==> config.mk <==
export PLATFORM = sky130hd
export DESIGN_NAME = afe_serial_arbiter
export DESIGN_NICKNAME = d
export VERILOG_FILES = /design/src/rtl/afe_serial_arbiter.sv
export SDC_FILE = /design/constraint.sdc
export NUM_CORES = 1
export LEC_CHECK = 0
export CAP_MARGIN = 40
export CORE_MARGIN = 2
export CORE_UTILIZATION = 45
export CTS_CLUSTER_DIAMETER = 60
export DETAILED_ROUTE_END_ITERATION = 6
export DONT_BUFFER_PORTS = 1
export GPL_TIMING_DRIVEN = 0
export PLACE_DENSITY = 0.64
export SLEW_MARGIN = 20
export SYNTH_ARGS = -nofsm -noshare
export SYNTH_HDL_FRONTEND = slang
export SYNTH_SLANG_ARGS = --single-unit
==> constraint.sdc <==
create_clock -name clk -period 1.6 [get_ports clk]
set_clock_uncertainty 0.2 [all_clocks]
set_input_delay 0.16 -clock clk [delete_from_list [all_inputs] [get_ports clk]]
set_output_delay 0.16 -clock clk [all_outputs]
set_load 0.005 [all_outputs]
==> src/rtl/afe_serial_arbiter.sv <==
// afe_serial_arbiter
// Shares the single AFE serial command port between the boot configuration
// sequencer (cfg, fixed highest priority) and two runtime requesters
// (rt0/rt1, round-robin, only once boot configuration is done). One command
// is in flight at a time. A watchdog abandons a transaction whose ser_done
// never arrives and records that in a sticky error flag.
//
// Ports
//   clk, reset_n             system clock, async active-low reset
//   enable                   arbitration allowed (new grants only)
//   cfg_done                 boot config complete; gates rt0/rt1 eligibility
//   cfg_req/cfg_cmd/cfg_ack  config requester (req+stable cmd, 1-cycle ack)
//   rt0_*, rt1_*             runtime requesters, same protocol
//   ser_start, ser_cmd       start pulse and registered command to shifter
//   ser_done                 shifter completion pulse (honoured in WAIT only)
//   busy                     high whenever not IDLE
//   grant                    owner: 00 none, 01 cfg, 10 rt0, 11 rt1
//   timeout_err              sticky watchdog error, cleared by reset only
//
// state | meaning
// ------+------------------------------------------------------------
// IDLE  | waiting for enable and an eligible request
// ISSUE | ser_start pulse, watchdog cleared
// WAIT  | waiting for ser_done, watchdog counting
// ACK   | one-cycle ack to owner, round-robin pointer update
// GAP   | one dead cycle so the owner's trailing req is not resampled
module afe_serial_arbiter #(
    parameter int CMD_WIDTH      = 20,
    parameter int TIMEOUT_CYCLES = 4096
) (
    input  logic                 clk,
    input  logic                 reset_n,
    input  logic                 enable,
    input  logic                 cfg_done,
    input  logic                 cfg_req,
    input  logic [CMD_WIDTH-1:0] cfg_cmd,
    output logic                 cfg_ack,
    input  logic                 rt0_req,
    input  logic [CMD_WIDTH-1:0] rt0_cmd,
    output logic                 rt0_ack,
    input  logic                 rt1_req,
    input  logic [CMD_WIDTH-1:0] rt1_cmd,
    output logic                 rt1_ack,
    output logic                 ser_start,
    output logic [CMD_WIDTH-1:0] ser_cmd,
    input  logic                 ser_done,
    output logic                 busy,
    output logic [1:0]           grant,
    output logic                 timeout_err
);

    localparam int WD_W = (TIMEOUT_CYCLES > 2) ? $clog2(TIMEOUT_CYCLES) : 1;
    localparam logic [WD_W-1:0] WD_TC = WD_W'(TIMEOUT_CYCLES - 1);

    localparam logic [1:0] G_NONE = 2'b00;
    localparam logic [1:0] G_CFG  = 2'b01;
    localparam logic [1:0] G_RT0  = 2'b10;
    localparam logic [1:0] G_RT1  = 2'b11;

    typedef enum logic [2:0] {
        S_IDLE  = 3'd0,
        S_ISSUE = 3'd1,
        S_WAIT  = 3'd2,
        S_ACK   = 3'd3,
        S_GAP   = 3'd4
    } state_t;

    state_t                 state_q,   state_d;
    logic [1:0]             grant_q,   grant_d;
    logic [CMD_WIDTH-1:0]   ser_cmd_q, ser_cmd_d;
    logic                   rr_q,      rr_d;      // 0: rt0 favoured, 1: rt1 favoured
    logic [WD_W-1:0]        wd_q,      wd_d;
    logic                   timeout_q, timeout_d;

    always_ff @(posedge clk or negedge reset_n) begin
        if (!reset_n) begin
            state_q   <= S_IDLE;
            grant_q   <= G_NONE;
            ser_cmd_q <= '0;
            rr_q      <= 1'b0;
            wd_q      <= '0;
            timeout_q <= 1'b0;
        end else begin
            state_q   <= state_d;
            grant_q   <= grant_d;
            ser_cmd_q <= ser_cmd_d;
            rr_q      <= rr_d;
            wd_q      <= wd_d;
            timeout_q <= timeout_d;
        end
    end

    always_comb begin
        state_d   = state_q;
        grant_d   = grant_q;
        ser_cmd_d = ser_cmd_q;
        rr_d      = rr_q;
        wd_d      = wd_q;
        timeout_d = timeout_q;

        case (state_q)
            S_IDLE: begin
                if (enable) begin
                    if (cfg_req) begin
                        grant_d   = G_CFG;
                        ser_cmd_d = cfg_cmd;
                        state_d   = S_ISSUE;
                    end else if (cfg_done && (rt0_req || rt1_req)) begin
                        // rt0 wins when it is the only one asking or when it is favoured
                        if (rt0_req && (!rt1_req || !rr_q)) begin
                            grant_d   = G_RT0;
                            ser_cmd_d = rt0_cmd;
                        end else begin
                            grant_d   = G_RT1;
                            ser_cmd_d = rt1_cmd;
                        end
                        state_d = S_ISSUE;
                    end
                end
            end
            S_ISSUE: begin
                wd_d    = '0;
                state_d = S_WAIT;
            end
            S_WAIT: begin
                wd_d = wd_q + 1'b1;
                if (ser_done) begin
                    state_d = S_ACK;
                end else if (wd_q == WD_TC) begin
                    timeout_d = 1'b1;
                    state_d   = S_ACK;
                end
            end
            S_ACK: begin
                if (grant_q == G_RT0) rr_d = 1'b1;
                if (grant_q == G_RT1) rr_d = 1'b0;
                grant_d = G_NONE;
                state_d = S_GAP;
            end
            S_GAP: begin
                state_d = S_IDLE;
            end
            default: begin
                grant_d = G_NONE;
                state_d = S_IDLE;
            end
        endcase
    end

    assign ser_start   = (state_q == S_ISSUE);
    assign ser_cmd     = ser_cmd_q;
    assign busy        = (state_q != S_IDLE);
    assign grant       = grant_q;
    assign timeout_err = timeout_q;
    assign cfg_ack     = (state_q == S_ACK) && (grant_q == G_CFG);
    assign rt0_ack     = (state_q == S_ACK) && (grant_q == G_RT0);
    assign rt1_ack     = (state_q == S_ACK) && (grant_q == G_RT1);

endmodule

Word-level counts from Yosys, hierarchy flattened
Cells that the tools add are included.
- input port bits: 68
- logic and storage cells: 57
- output and inout port bits: 28
- bits in registers: 39
- equal/unequal tests: 11
- bitwise logic cells: 2
- reduce and logical (&&, ||, !) cells: 20
- mux-type cells: 17
- $add $sub $neg: 1
- operators with widths (cell ; number):
    two-way mux 20 bit ; 3
    one-hot mux 12 bit (2 select lines) ; 1
    two-way mux 3 bit ; 5
    adder 12 x 1 -> 12 bit (second input constant) ; 1
    equality test 12 bit (second input constant) ; 1
    one-hot mux 3 bit (4 select lines) ; 1
    AND reduction 3 bit ; 4
    equality test 3 x 2 -> 1 bit (second input constant) ; 2
    two-way mux 2 bit ; 3
    != test 3 bit (second input constant) ; 2
    nonzero test 2 bit ; 3
    logical AND 1 bit ; 5
    equality test 2 bit (second input constant) ; 2
    one-hot mux 2 bit (2 select lines) ; 1
    equality test 3 x 1 -> 1 bit (second input constant) ; 1
    equality test 3 bit (second input constant) ; 1
    zero test 3 bit ; 1
    two-way mux 1 bit ; 3
    nonzero test 3 bit ; 1
    OR reduction 3 bit ; 1
    equality test 2 x 1 -> 1 bit (second input constant) ; 1
    zero test 1 bit ; 2
    logical OR 1 bit ; 2
    != test 2 bit (second input constant) ; 1
    other kinds (2) ; 3

Longest topological paths before layout
- depth in word-level cells: 8
- gate-level depth with buffers: 6
- depth with buffers taken out: 5

Least setup slack after synthesis
Ideal clock, no wire load.
- kind: flip-flop to flip-flop
- start point: register state_q[2]
- end point: register ser_cmd_q[10], in the netlist ser_cmd[10]
- cell stages (with the launch flop): 6
- clock period less this slack: 1615 ps
- data required time: 1275 ps
- arrival time: 1290 ps
- slack: -15 ps
- library setup time: 125 ps
- buffers on the path: 1
- cell sequence: dfrtp_1 > nor2_2 > nand2_2 > nor2_4 > buf_6 > mux2_4
- cells in the longest elaborated chain, start to end: 2
- ends and longest elaborated chain (what ; line ; source):
    start, declared ; 68 ; state_t state_q, state_d;
    start signal, assigned ; 84 ; state_q <= state_d;
    zero test 3 bit ; 101 ; case (state_q)
    AND reduction 3 bit (no source line) ; -- ;
    end signal, assigned ; 86 ; ser_cmd_q <= ser_cmd_d;
    end, declared ; 70 ; logic [CMD_WIDTH-1:0] ser_cmd_q, ser_cmd_d;
No other way between the ends.
A chain may end at the register's enable or synchronous reset.

Final worst setup path
- start point: register state_q[2]
- end point: register ser_cmd_q[11], in the netlist ser_cmd[11]
Same word-level chain as after synthesis.

==> results.txt <==
Synth async-reset ratio - 1.00
initial core utilization - 0.464
worst-path fanout max - 5
final wirelength - 6240 µm
Pre-antenna DRT Iters - 4
Final period util - 1.06
Yosys top cell area share - 0.412
Setup Viol. Count Final - 21
total CTS buffers - 5
Port Buffers - 0
EDFF count, synth - 0
CP endpoint kind - register
switching share of power - 0.368
clk root buf - clkbuf_8
sequential fraction of the synthesis area - 0.412
Leakage - 1.29 nW
critical path cell sequence - nor2_4, nand2_4, nor2_4, buf_6, buf_8, mux2_4
Nets - 343
clock power share - 0.153
Final Hold Vio Count - 0
mean area per synthesized cell - 9.63 µm²
post-route ant nets - 0
maximum clock path buffer count - 2
Max Slew Vio Count - 0
GRT Residual Overflow - 0
Net Sw Power - 1.56 mW
highest clock rate - 0.588 GHz
setup ws final - -0.101 ns
synthesized cell area - 2370 µm²
max_cap viols - 0
average vias per placed instance - 5.90
initial antenna violation count - 0
io pins - 96
drt wl/cell - 18.1 µm
fraction of layout cells with a size suffix above 1 - 0.298
via count - 2035
final estimated routing congestion in global placement - 0.784
dpl cells - 316
DP HPWL - 4100 µm
Worst path slowest cell - dfrtp_2
WP buf/inv - 2
Worst path most repeated cell - nor2_4
Worst-Margin Slew - 0.520 ns
Ys Warns - 0
pwr/cell area - 1470 nW/µm²
Worst path top cell family by delay - flip-flops
synth cell count leaders - 39 x dfrtp_1, 25 x inv_1, 25 x nor2_1
DRC viols - 0
DIE AREA - 5860 µm²
count leader, synth - dfrtp_1
Area Overhead vs Synth - 21.7%
H-tree Lvls - 2
CTS clk-pin slew, worst paths - 0.08 ns
top_reg_cell synth - dfrtp_1
Cell Count, Final, Fillers Out - 345
leading area contributor after synthesis - dfrtp_1
Mapped Cells - 246
synthesis-stage register bit count - 39
pin count of the biggest net entering global routing - 40
Die Wd - 76.6 µm
Die Y - 76.6 µm
CP Class - reg2reg
failing checks - setup timing
critical path arrival - 1.68 ns
total global-route track usage - 0.211
FP Rows - 26
Area after DPL - 2460 µm²
sequential power share - 0.410
Hold Path Class - in2reg
vias in the first global route - 2010
Internal Power - 2.68 mW
type of origin of the critical path - register
Mapped Nets - 315
initial drt markers - 55
status - complete, but fails checks
synth unique cells - 47
VDD IR-drop max - 0.963 mV
Ant. Diodes - 0
Comb pwr share - 0.437
CTS tree - yes
slowest cell delay on critical path - 0.46 ns
clock sink count - 39
first-pass GRT wire length - 9880 µm
Required @ worst endpoint - 1.58 ns
largest cells by area after synthesis - dfrtp_1 41%, mux2_4 12%, a221oi_1 7.4%
Core Area - 5110 µm²
RSZ-0062 raised after global routing - true
total power draw - 4.24 mW
Tmin final - 1.70 ns
Skew-Pair Late Insertion Delay - 0.29 ns
Slew HR - 0.653
Finished Cell Area - 2880 µm²
-- cells in the final DEF, fill, tap and decap left out, types with 3 or more instances in the layout --
master / netlist / layout
dfrtp_1: 39 / 35
inv_1: 25 / 25
nor2_1: 25 / 24
nor3_1: 23 / 21
a221oi_1: 20 / 20
mux2_4: 19 / 20
nand2_1: 12 / 12
buf_4: 0 / 11
buf_6: 2 / 7
o21ai_1: 6 / 7
buf_2: 12 / 6
dlygate4sd3_1: 0 / 6
mux2i_1: 5 / 5
clkbuf_8: 0 / 5
a21oi_1: 5 / 4
clkbuf_1: 3 / 4
dfrtp_2: 0 / 4
clkbuf_4: 0 / 3
and3_1: 5 / 3
nor3_2: 1 / 3
o21ai_0: 4 / 3
-- power groups by stage --
stage          combinational (mW)  clock (mW)  sequential, mW
5_1_grt                      2.01       0.713            1.78
3_3_place_gp                 1.41           0            1.70
4_1_cts                      1.74       0.668            1.70
2_1_floorplan                1.21           0            1.61
6_report                     1.85       0.651            1.74
3_5_place_dp                 1.44           0            1.71
-- flip-flops by register name (all words and copies together) (netlist names) --
register     count
grant            2
rr_q             1
ser_cmd         20
state_q          3
timeout_err      1
wd_q            12
-- kinds of logic (layout without fill, tap and decap cells) --
logic type	Yosys count	in the layout	share of synthesized area
muxes	25	25	0.146
AOI/OAI and AO/OA	54	54	0.177
xor gates and xnor gates	1	1	0.00370
adders and majority gates	1	1	0.00528
DFF	39	39	0.412
buffers and inverters	43	72	0.0808
and+or+nand+nor	83	83	0.175
-- timing repair --
| action | CTS | global route |
|---|---|---|
| hold buffers | 7 | 0 |
| hold endpoints to repair | 43 | 0 |
| pin swaps | 1 | 6 |
| endpoints found under the setup margin | 27 | 34 |
| setup buffers | 8 | 6 |
| cloned | 1 | 0 |
| resized for setup | 20 | 26 |
-- metrics by stage --
stage | hold WS, ns | worst slack [ns] | util | setup TNS [ns]
6_report | 0.0603 | -0.101 | 0.564 | -0.816
5_1_grt | 0.0404 | -0.148 | 0.564 | -2.05
4_1_cts | 0.0542 | -0.0901 | 0.543 | -0.961
3_5_place_dp | -0.335 | -0.185 | 0.482 | -3.01
3_3_place_gp | -0.335 | -0.169 | 0.482 | -2.78
2_1_floorplan | -0.336 | 0.0235 | - | 0
-- final timing paths --
| kind | startpoint | endpoint | slack [ns] | cells after the start |
|---|---|---|---|---|
| max | state_q[2]$_DFFE_PN0P_ | ser_cmd[11]$_DFFE_PN0P_ | -0.10 | 6 |
| min | ser_done | state_q[0]$_DFFE_PN0P_ | 0.06 | 2 |
| max reg2reg | state_q[2]$_DFFE_PN0P_ | ser_cmd[11]$_DFFE_PN0P_ | -0.10 | 6 |
| min reg2reg | wd_q[10]$_DFFE_PN0N_ | wd_q[10]$_DFFE_PN0N_ | 0.28 | 1 |
| max in group asynchronous | reset_n | wd_q[3]$_DFFE_PN0N_ | 0.86 | 2 |
| min in group asynchronous | reset_n | ser_cmd[13]$_DFFE_PN0P_ | 0.11 | 2 |
-- area by class of cell --
cell class	count	area, µm²
inverter	26	100
multi-input combinational	164	1300
clock buffer	7	76.3
sequential	39	981
timing repair buffer	21	196
tap	70	87.6
fill	470	2220
clock inverter	1	5.00
buffer	17	140
-- layer usage --
layer	wire length, µm	GRT usage	vias up
met5	0	0	-
met4	114	0.0655	0
met3	393	0.0592	14
met2	3160	0.373	82
met1	2570	0.247	995
li1	-	-	944
(Power assumes the default switching activity.)
